--- config.mk ---
export PLATFORM = sky130hd
export DESIGN_NAME = reg_file_p
export DESIGN_NICKNAME = d
export VERILOG_FILES = /design/src/rtl/reg_file_p.sv
export SDC_FILE = /design/constraint.sdc
export NUM_CORES = 1
export LEC_CHECK = 0
export ABC_AREA = 0
export CELL_PAD_IN_SITES_DETAIL_PLACEMENT = 0
export CELL_PAD_IN_SITES_GLOBAL_PLACEMENT = 1
export CORE_MARGIN = 5
export CORE_UTILIZATION = 48
export DETAILED_ROUTE_END_ITERATION = 12
export PLACE_DENSITY_LB_ADDON = 0.15
export SYNTH_ARGS = -nofsm -noshare
export SYNTH_HDL_FRONTEND = slang
export SYNTH_SLANG_ARGS = --single-unit
--- constraint.sdc ---
create_clock -name clk -period 2.91 [get_ports clk]
set_input_delay 0.7275 -clock clk [delete_from_list [all_inputs] [get_ports clk]]
set_output_delay 0.7275 -clock clk [all_outputs]
set_load 0.05 [all_outputs]
--- src/rtl/reg_file_p.sv ---
// reg_file_p: parametrised 2-read/1-write register file with byte-enable
// writes, optional write-to-read bypass, optional hardwired zero register,
// and a sequenced bulk-clear engine that walks the array one entry per cycle.
//
// Handshake note: clr_req is sampled only in IDLE (pulse or level both work);
// clr_busy is high for exactly DEPTH cycles while entries are being zeroed;
// clr_done pulses for one cycle after the last entry is cleared. Writes are
// accepted only in IDLE; a write with any byte enabled during CLEAR is dropped
// and flagged on wr_drop in that same cycle.
module reg_file_p #(
  parameter int DATA_W   = 32,
  parameter int ADDR_W   = 3,
  parameter int ZERO_REG = 1,
  parameter int BYPASS   = 1
) (
  input  logic                clk,
  input  logic                cr,
  input  logic                we,
  input  logic [DATA_W/8-1:0] be,
  input  logic [ADDR_W-1:0]   addr_w,
  input  logic [DATA_W-1:0]   di,
  input  logic [ADDR_W-1:0]   addr_a,
  input  logic [ADDR_W-1:0]   addr_b,
  output logic [DATA_W-1:0]   qa,
  output logic [DATA_W-1:0]   qb,
  input  logic                clr_req,
  output logic                clr_busy,
  output logic                clr_done,
  output logic                wr_drop,
  output logic                clr_state
);

  localparam int DEPTH = 2 ** ADDR_W;
  localparam int NB    = DATA_W / 8;
  localparam logic [ADDR_W-1:0] LAST = ADDR_W'(DEPTH - 1);

  typedef enum logic {
    IDLE  = 1'b0,
    CLEAR = 1'b1
  } state_t;

  state_t              state, state_nxt;
  logic [ADDR_W-1:0]   ptr, ptr_nxt;
  logic                done_nxt;
  logic [DATA_W-1:0]   mem [DEPTH];
  logic                idle_wr;
  logic                wr_commit;

  // Overlay the enabled bytes of new_w onto old_w.
  function automatic logic [DATA_W-1:0] merge_bytes(
    input logic [DATA_W-1:0] old_w,
    input logic [DATA_W-1:0] new_w,
    input logic [NB-1:0]     en
  );
    logic [DATA_W-1:0] r;
    r = old_w;
    for (int j = 0; j < NB; j++) begin
      if (en[j]) r[8*j +: 8] = new_w[8*j +: 8];
    end
    return r;
  endfunction

  // Write qualification: only IDLE writes count, and entry 0 is read-only
  // when it is the hardwired zero register.
  always_comb begin
    idle_wr   = we && (state == IDLE);
    wr_commit = idle_wr && !((ZERO_REG != 0) && (addr_w == '0));
    wr_drop   = we && (be != '0) && (state == CLEAR);
    clr_busy  = (state == CLEAR);
    clr_state = (state == CLEAR);
  end

  // Clear FSM state, walk pointer and done pulse.
  always_ff @(posedge clk or negedge cr) begin
    if (!cr) begin
      state    <= IDLE;
      ptr      <= '0;
      clr_done <= 1'b0;
    end else begin
      state    <= state_nxt;
      ptr      <= ptr_nxt;
      clr_done <= done_nxt;
    end
  end

  // Next-state logic; the pointer only returns to 0 through the CLEAR exit.
  always_comb begin
    state_nxt = state;
    ptr_nxt   = ptr;
    done_nxt  = 1'b0;
    case (state)
      IDLE: begin
        if (clr_req) begin
          state_nxt = CLEAR;
          ptr_nxt   = '0;
        end
      end
      CLEAR: begin
        if (ptr == LAST) begin
          state_nxt = IDLE;
          ptr_nxt   = '0;
          done_nxt  = 1'b1;
        end else begin
          ptr_nxt = ptr + ADDR_W'(1);
        end
      end
      default: begin
        state_nxt = IDLE;
        ptr_nxt   = '0;
      end
    endcase
  end

  // Storage array: async wipe on reset, one entry per cycle in CLEAR,
  // byte-enabled writes in IDLE.
  always_ff @(posedge clk or negedge cr) begin
    if (!cr) begin
      for (int i = 0; i < DEPTH; i++) mem[i] <= '0;
    end else if (state == CLEAR) begin
      mem[ptr] <= '0;
    end else if (wr_commit) begin
      for (int j = 0; j < NB; j++) begin
        if (be[j]) mem[addr_w][8*j +: 8] <= di[8*j +: 8];
      end
    end
  end

  // Read ports: array lookup, optional same-cycle forward of the pending
  // write, and the zero register overriding everything.
  always_comb begin
    qa = mem[addr_a];
    qb = mem[addr_b];
    if ((BYPASS != 0) && idle_wr && (addr_a == addr_w))
      qa = merge_bytes(mem[addr_w], di, be);
    if ((BYPASS != 0) && idle_wr && (addr_b == addr_w))
      qb = merge_bytes(mem[addr_w], di, be);
    if ((ZERO_REG != 0) && (addr_a == '0)) qa = '0;
    if ((ZERO_REG != 0) && (addr_b == '0)) qb = '0;
  end

endmodule

# == Word-level counts from Yosys, hierarchy flattened ==
# Index checks and enable logic that the tools add are counted.
# classes
n_mux,51
n_addsub,1
bitwise,7
reduce_logical,14
magnitude_cmp,6
n_eq_ne,4
# op_table
operator,n
$mux W256,12
$bwmux W256,4
$demux W32 S3,5
$mux W32,12
$bmux W32 S3,3
$and A256 B256 Y256,1
$not A256 Y256,1
$mux W8,5
$mux W24,1
$ge A4 B4 Y1 const B,4
$mux W16,1
$not A3 Y4,4
$logic_not A3 Y1,3
$logic_and A1 B1 Y1,8
$lt A4 B1 Y1 const B,2
$eq A3 B3 Y1,2
$mux W3,2
$pmux W3 S2,1
$mux W1,4
$reduce_bool A4 Y1,1
$add A3 B1 Y3 const B,1
$eq A3 B3 Y1 const B,1
$ne A2 B2 Y1 const B,1
$pmux W1 S2,1
other kinds (3),3
# word_totals
inputBits,49
elab_cells,94
out_inout_bits,68
ff_bits,261

# == Logic depth before layout (Yosys ltp) ==
# Gate-level depths: netlist (run 1).
# depth
depth_word,21
mapped_depth,9
ltp_nobuf,5

# == Worst setup path before layout (run 1) ==
# OpenSTA, ideal clock, no wires.
# synth_timing
path_kind,input port to output port
startpoint,input port addr_w[1]
endpoint,output port qb[0]
required_time_ns,2.183
path_buffers,4
stages,9
slack_ns,-0.395
arrival_time_ns,2.578
cell_sequence,buf_4 xnor2_1 and4_1 buf_4 and2_4 buf_6 buf_6 a211oi_2 a21oi_1
# synth_via
elab_chain_cells,7
word_cells_on_any_way,9
classes_between,eq/ne (1); mux (6); bitwise (1); reduce/logical (1)
# synth_rtl
item,line,text
"start, declared",20,"input logic [ADDR_W-1:0] addr_w,"
$not A3 Y4 (not written as such),136,"qb = merge_bytes(mem[addr_w], di, be);"
$bmux W32 S3,136,
$mux W32 (not written as such) (2 in series),136,
$mux W8,58,if (en[j]) r[8*j +: 8] = new_w[8*j +: 8];
$mux W32 *,135,if ((BYPASS != 0) && idle_wr && (addr_b == addr_w))
$mux W32 *,138,if ((ZERO_REG != 0) && (addr_b == '0)) qb = '0;
"end, declared",25,"output logic [DATA_W-1:0] qb,"
# Mark *: on every way between the ends. The rest lies on a longest branch, timed or not. The select of a mux whose other input is x is not followed.

# == Worst setup path in the final report (run 1) ==
# layout_timing
startpoint,input port addr_w[0]
endpoint,output port qb[14]
# Same word-level chain as after synthesis.

==> flow_summary.ini, run 1 <==
[yosys]
syn_nets = 1618
syn_inst = 1567
synth-seq-cells = 261
yosysWarnings = 0
yosysSeqAreaShare_pct = 39.4
avgSynthCellArea_um2 = 10.6
synthTopCellsByArea = dfrtp_1 (39%), mux4_2 (17%), nand3_1 (7.3%), o21ai_0 (7.0%), mux2_2 (4.5%)
yosys.area.top_type_share_pct = 39.4
syn_area_um2 = 16600
synth_cell_types = 56
synth_top_area_cell = dfrtp_1

[sta]
layout_worst_path_cycle_share_pct = 105
finalSetupTns_ps = -4330
rsz0062_at_grt = yes
worst_slack_ps = -136
hold_viol = 0
final-max-slew-violation-count = 0
skew_ps = 27.2
setup_violations = 60
slew_headroom_pct = 52.4
period_needed_ps = 3050
worst_pin_slew_ps = 713
timing.fmax_mhz = 328

[placed_design]
placed_area_um2 = 21100
port-buffer-count = 116
dp_slack_ps = -443
dp_hpwl_mm = 41.2
dp.cells = 2261
gp_congestion = 0.899

[cells_and_area]
final_cells = 2372
syn_to_final_growth_pct = 45.0
fin_area_um2 = 24000
drive_gt1_share_pct = 44.0
diodes = 0
nNetsFinal = 1946

[clocking]
postCtsHoldBufs = 0
root_buffer = clkbuf_16
cts_sinks = 261
cts_tree = done
clkLatencyLatePin_ps = 580
cts_buffer_depth = 3
clk_pin_slew_worst_paths_ps = 70
cts-htree-levels = 1
cts_buffers = 30

[worst_setup_path]
critical_path_class = in -> out
critical_path_required_ps = 2180
start_kind = primary input
crit_path_end_kind = primary output
arrival_ps = 2320
critPathMaxFanout = 8

[drt]
post-route-drc-count = 0
dr.pass1.iters = 6
vias_per_cell = 6.66
wirelength_mm = 65.9
wl_per_cell_um = 27.8
drtIter0Drc = 1470
drtAntennaViolNets = 0
routed-via-count = 15795

[global_routing]
grt_max_degree = 67
grt_antenna_before_repair = 1
grt_pass1_vias = 15948
gr-total-overflow = 0
track_usage_pct = 32.9
grt_pass1_wl_mm = 98.1

[floorplanning]
die_area_um2 = 38400
core_area_um2 = 34300
io-pin-count = 117
num_rows = 68
die_h_um = 196
start_util_pct = 48.4
die_w_um = 196

[run]
maxCapViolCount = 0

[status]
violations = setup timing
status = finished with violations

[pwr]
leakagePower_nw = 9.90
powerDensity_nw_per_um2 = 516
irDropWorstVdd_uv = 531

[worst_hold_path]
hold_class = in -> async
-- logic make-up (layout without fill, tap and decap cells) --
kind of cell	Yosys count	after routing	synth area share, %
mux	247	247	25.5
fa+ha+maj	2	2	0.151
flops	261	261	39.4
simple gates	421	421	12.6
compound gates	472	472	16.7
xor+xnor	6	6	0.317
buf+inv	158	508	5.34
-- metrics by stage --
stage | total power [mW] | util, % | hold WS (ps)
floorplan | 6.21 | - | 432
global placement | 7.95 | 61.6 | 475
detailed placement | 8.01 | 61.6 | 490
CTS | 12.2 | 68.3 | 129
global route | 12.8 | 70.1 | 145
finish | 12.4 | 70.1 | 99.0
-- final cells by class --
class                   count  area (um2)
clock buffers              44         935
clock inverters            10         106
fillers                  2461       10200
inverters                   5        21.3
well taps                 455         569
repair buffers            449        5440
flip-flops and latches    261        6530
multi-input cells        1148       10400
-- synthesized netlist by cell type (all sizes together) --
cell / number
a211o: 1
a211oi: 39
a21o: 3
a21oi: 78
a221oi: 7
a22oi: 32
a2bb2oi: 2
a311oi: 1
a31oi: 3
a41oi: 1
and2: 4
and2b: 1
and3: 2
and4: 2
buf: 80
clkbuf: 73
dfrtp: 261
ha: 2
inv: 5
mux2: 67
mux2i: 48
mux4: 132
nand2: 66
nand2b: 6
nand3: 241
nand3b: 2
nand4: 5
nor2: 38
nor2b: 40
nor3: 5
nor3b: 3
nor4: 1
nor4bb: 1
o2111ai: 1
o21a: 19
o21ai: 259
o221ai: 10
o22a: 1
o22ai: 12
o32a: 1
o32ai: 2
or2: 2
or3: 2
xnor2: 6
-- final timing paths --
check / slack [ps] / to / depth (start not counted) / from
min in group clk: 500 / mem[233] / 1 / mem[233]
min reg2reg: 500 / mem[233] / 1 / mem[233]
max reg2reg: 640 / mem[41] / 6 / clr_busy
min: 100 / mem[191] / 1 / cr
max: -140 / qb[14] / 10 / addr_w[0]
max in group asynchronous: 2030 / mem[196] / 2 / cr
-- where the power goes --
part           leakage [nW]  switching [mW]  internal, mW
registers              3.63           0.314          3.90
logic                  5.75            2.50          1.69
clock network         0.520            1.61          2.38
total                  9.90            4.42          7.97
-- cells in the final DEF (no fill, tap or decap), drive strengths merged, types with 3 or more instances in the layout --
cell type	instances
a211oi	39
nor3b	3
o21ai	259
clkbuf	51
nand4	5
clkinv	6
a21oi	78
mux2i	48
nand3	241
nor3	5
a221oi	7
nand2	66
inv	6
dfrtp	261
clkdlybuf4s50	38
a22oi	32
and2	4
o22ai	12
mux2	67
mux4	132
a21o	3
buf	401
xnor2	6
nor2b	40
a31oi	3
nand2b	6
nor2	38
o221ai	10
o21a	19
-- timing repair --
| action | in CTS | in global routing |
|---|---|---|
| cloned | 10 | 7 |
| setup endpoints to repair | 65 | 65 |
| buffers inserted | 19 | 24 |
| gates resized for setup | 187 | 70 |
| pin swaps | 55 | 49 |
-- metal layers --
metal | track usage (%) | vias to the layer above | wire, um | part of all wire (%)
li1 | - | 6703 | - | -
met1 | 43.9 | 7924 | 24600 | 37
met2 | 53.2 | 958 | 31400 | 48
met3 | 7.61 | 208 | 7010 | 11
met4 | 11.8 | 2 | 2860 | 4.3
met5 | 0 | - | 12 | 0.018
-- sequential cells by signal, summed over array words and instances, names as in the netlist --
| name | flops |
|---|---|
| clr_busy | 1 |
| clr_done | 1 |
| ptr | 3 |
| mem | 256 |
-- critical path, stage by stage --
cell      delay [ps]
buf_12           130
buf_12           160
xnor2_2          190
and4_4           270
and2_4           180
buf_12           160
a211oi_1          60
buf_4            140
a21oi_4          130
buf_12           150
Power figures use the tool's default switching activity.
==> run 2, diff against run 1 <==
- CORE_ASPECT_RATIO: unset -> 0.8
==> run 2 against run 1 <==
Effect of this change:
- the flow still finishes with violations (setup timing)
- via count shrank 0.60%
- critical path depth is the same
- cell count fell by 0.72%
- non-clock buffer count shrank 23
- worst hold slack gained 11 ps
- sequential power barely moved
- largest cell class unchanged
- combinational power up 1%
- setup slack gained 3.0 ps
- critical endpoint is now qa[14]
- clock skew decreased by 17 ps
- critical path type unchanged
==> flow_summary.ini, run 2 (same netlist as run 1, synthesis figures left out) <==
[worst_setup_path]
start_kind = primary input
critical_path_class = in -> out
critPathMaxFanout = 6
crit_path_end_kind = primary output
arrival_ps = 2320
critical_path_required_ps = 2180
ff2ff_setup_slack_ps = 610

[cells_and_area]
post-route-util_pct = 71.6
final_cell_mix = dfrtp_1 (261), nand3_1 (241), o21ai_0 (226)
diodes = 0
drive_gt1_share_pct = 45.1
fillers = 2327
final_common_cell = dfrtp_1
syn_to_final_growth_pct = 46.2
final_cells = 2355
largestRegisters = mem: 256 flops, ptr: 3 flops
nNetsFinal = 1922
largest_register_ffs = 256
regMostFlops = mem

[sta]
worst_pin_slew_ps = 696
skew_ps = 10.7
finalSetupTns_ps = -3890
hold_viol = 0
period_needed_ps = 3040
timing.fmax_mhz = 329
worst_slack_ps = -133
setup_violations = 60
slew_headroom_pct = 53.6
final-max-slew-violation-count = 0
rsz0062_at_grt = yes
layout_worst_path_cycle_share_pct = 105

[clocking]
clkLatencyLatePin_ps = 570
cts_buffer_depth = 3
cts_sinks = 261
cts_buffers = 29
root_buffer = clkbuf_16
cts_tree = done
cts-htree-levels = 1
postCtsHoldBufs = 0
clk_pin_slew_worst_paths_ps = 60

[drt]
routed-via-count = 15701
dr.pass1.iters = 6
drtIter0Drc = 1779
wirelength_mm = 65.7
vias_per_cell = 6.67
drtAntennaViolNets = 0
wl_per_cell_um = 27.9
post-route-drc-count = 0

[global_routing]
grt_pass1_wl_mm = 96.8
grt_antenna_before_repair = 0
gr-total-overflow = 0
track_usage_pct = 32.8
grt_max_degree = 70
grt_pass1_vias = 15586

[placed_design]
port-buffer-count = 116
dp.cells = 2250
gp_congestion = 0.927
dp_hpwl_mm = 40.7

[status]
status = finished with violations
violations = setup timing

[pwr]
powerDensity_nw_per_um2 = 507
leakagePower_nw = 9.87
irDropWorstVdd_uv = 622

[floorplanning]
die_area_um2 = 38400
die_h_um = 176
die_w_um = 218
start_util_pct = 49.0
num_rows = 60
io-pin-count = 117
core_area_um2 = 33900

[worst_hold_path]
hold_class = in -> async

[run]
maxCapViolCount = 0
run 2: changes by cell type in the layout (fill, tap and decap cells not counted), moves of 10 or more:
cell      previous run  this run
a211oi_4             6        19
a22oi_1             23        11
a22oi_2              9        21
buf_4              235       196
buf_6               32        42
nor2_2               2        12
run 2: worst paths after layout:
kind,cells after the start,to,start
min reg2reg,1,mem[233],mem[233]
min in group clk,1,mem[233],mem[233]
max in group asynchronous,2,mem[1],cr
max,10,qa[14],addr_a[0]
min,1,mem[187],cr
max reg2reg,6,mem[46],clr_busy
run 2: worst max-delay path, stage by stage:
cell and delay (ps):
buf_16 130, buf_16 150, xnor2_4 160, nand4_1 220
nor2_4 280, buf_12 180, buf_12 110, a211oi_4 50
a21oi_4 140, buf_12 150
run 2: power by group:
| part | total, mW | leakage (nW) | internal (mW) | switching (mW) |
|---|---|---|---|---|
| logic | 4.24 | 5.78 | 1.70 | 2.54 |
| registers | 4.22 | 3.63 | 3.90 | 0.313 |
| clock network | 3.85 | 0.465 | 2.28 | 1.58 |
| total | 12.3 | 9.87 | 7.88 | 4.43 |
run 2: area by class of cell:
| cell class | instances | area, um2 | area share, % |
|---|---|---|---|
| Sequential cell | 261 | 6530 | 26.9 |
| Clock inverter | 12 | 174 | 0.717 |
| Multi-Input combinational cell | 1148 | 10800 | 44.5 |
| Clock buffer | 38 | 800 | 3.30 |
| Tap cell | 465 | 582 | 2.40 |
| Inverter | 5 | 25.0 | 0.103 |
| Timing Repair Buffer | 426 | 5360 | 22.1 |
run 2: what timing repair did:
| action | 4_1_cts | 5_1_grt |
|---|---|---|
| setup endpoints to repair | 64 | 64 |
| pin swaps | 49 | 75 |
| setup buffers | 12 | 33 |
| cloned | 12 | 6 |
| gates resized for setup | 184 | 153 |
run 2: metrics by stage:
step | area (um2) | hold WS, ps | setup WS, ps | power, mW
after CTS | 23200 | 121 | -116 | 12.0
after detailed placement | 21000 | 490 | -462 | 7.97
after global routing | 24300 | 142 | -181 | 12.7
after floorplan | 17200 | 432 | -295 | 6.21
after global placement | 21000 | 476 | -416 | 7.91
final | 24300 | 110 | -133 | 12.3
run 2: metal layers:
metal / global-route usage (%) / vias up / part of all wire, %
met3: 8.19 / 186 / 11
met2: 51.2 / 998 / 46
met4: 10.8 / 0 / 4.0
met1: 45.5 / 7899 / 39
li1: - / 6618 / -
met5: 0 / - / 0
==> run 3, diff against run 2 <==
- CORE_UTILIZATION: 48 -> 45
- HOLD_SLACK_MARGIN: unset -> 0.06
==> run 3 against run 2 <==
Effect of this change:
- the run still ends with setup timing left
- via count is 0.75% higher
- highest routed layer unchanged
- clock power is 7.3% higher
- critical path type unchanged
- global-route usage is 1.1 points lower
==> flow_summary.ini, run 3 (same netlist as run 1, synthesis figures left out) <==
[floorplanning]
die_area_um2 = 40800
die_w_um = 225
io-pin-count = 117
die_h_um = 182
start_util_pct = 45.9
num_rows = 62
core_area_um2 = 36100

[cells_and_area]
syn_to_final_growth_pct = 48.0
diodes = 0
largest_register_ffs = 256
final_common_cell = dfrtp_1
regMostFlops = mem
final_cells = 2388
final_cell_mix = dfrtp_1 (261), nand3_1 (241), o21ai_0 (226)
nNetsFinal = 1938
drive_gt1_share_pct = 44.5
largestRegisters = mem: 256 flops, ptr: 3 flops

[placed_design]
gp_congestion = 0.915
dp.cells = 2265
dp_slack_ps = -555
dp_hpwl_mm = 42.5
port-buffer-count = 116

[global_routing]
track_usage_pct = 31.7
grt_max_degree = 69
grt_pass1_wl_mm = 99.7
grt_antenna_before_repair = 0
grt_pass1_vias = 15722
gr-total-overflow = 0

[clocking]
cts_buffers = 28
root_buffer = clkbuf_16
clk_pin_slew_worst_paths_ps = 60
cts-htree-levels = 1
cts_buffer_depth = 3
clkLatencyLatePin_ps = 570
cts_tree = done
cts_sinks = 261

[worst_setup_path]
arrival_ps = 2330
critical_path_class = in -> out
crit_path_end_kind = primary output
start_kind = primary input
crit_chain = clkbuf_4 -> xnor2_1 -> nand4_1 -> nor2_4 -> buf_12 -> buf_8 -> buf_6 -> a211oi_4 -> a21oi_4 -> buf_12
cpMostUsedCell = buf_12
slowest_delay_ps = 240
r2r_cells = 6
critical_path_required_ps = 2180
critPathMaxFanout = 6
slowest_stage = xnor2_1

[sta]
hold_viol = 0
worst_slack_ps = -151
final-max-slew-violation-count = 0
layout_worst_path_cycle_share_pct = 105
rsz0062_at_grt = yes
finalSetupTns_ps = -4450
timing.fmax_mhz = 327
setup_violations = 59
slew_headroom_pct = 48.5
skew_ps = 8.41
period_needed_ps = 3060
hold_slack_ps = 94.0
worst_pin_slew_ps = 770

[drt]
wl_met2_mm = 30.8
wl_per_cell_um = 28.2
wl_met3_mm = 6.83
routed-via-count = 15819
drtIter0Drc = 1671
drtAntennaViolNets = 0
post-route-drc-count = 0
wirelength_mm = 67.4
top_layer_used = met4
dr.pass1.iters = 5
vias_per_cell = 6.62
drt-met1-wl_mm = 26.8

[pwr]
leakagePower_nw = 10.1
power.total_mw = 12.6
irDropWorstVdd_uv = 490
powerDensity_nw_per_um2 = 514

[worst_hold_path]
hold_class = in -> async

[status]
status = finished with violations
violations = setup timing

[run]
maxCapViolCount = 0
## run 3: report_power, final
part	total [mW]	internal [mW]	switching, mW	leakage [nW]
logic	4.27	1.73	2.54	5.90
registers	4.21	3.90	0.311	3.63
clock network	4.13	2.54	1.59	0.526
total	12.6	8.17	4.44	10.1
## run 3: layout make-up
class | instances | area, um2
clock buffers | 39 | 843
inverters | 5 | 18.8
repair buffers | 443 | 5570
clock inverters | 12 | 214
flip-flops and latches | 261 | 6530
multi-input cells | 1148 | 10800
fillers | 2655 | 11600
well taps | 480 | 601
## run 3: stage by stage
stage / util, % / area [um2]
after global routing: 67.9 / 24500
after detailed placement: 57.9 / 20900
after floorplan: - / 17200
after global placement: 57.9 / 20900
after CTS: 65.4 / 23600
final: 67.9 / 24500
## run 3: critical path, delay by kind of cell
family	cells	cell delay [ps]
buffers and inverters	5	720
AND/OR/NAND/NOR	2	440
XOR/XNOR	1	240
AO/OA/AOI/OAI	2	180
## run 3: layer usage
metal  track usage (%)  vias to the layer above
li1                  -                     6671
met1              43.9                     8007
met2              48.8                      949
met3              6.89                      192
met4              13.2                        0
met5                 0                        -
## run 3: worst paths after layout
check | startpoint | slack (ps) | to
worst min-delay path | cr | 90 | mem[218]
worst min register to register | mem[236] | 500 | mem[236]
worst max register to register | clr_busy | 610 | mem[31]
worst max-delay path | addr_a[2] | -150 | qa[27]
min in group clk | mem[236] | 500 | mem[236]
max in group asynchronous | cr | 2070 | mem[133]
## run 3: repair_timing
action / in CTS / in global routing
pin swaps: 51 / 39
gates resized for setup: 222 / 112
endpoints found under the setup margin: 64 / 64
cloned: 15 / 5
hold buffers: 0 / 0
buffers inserted: 28 / 33
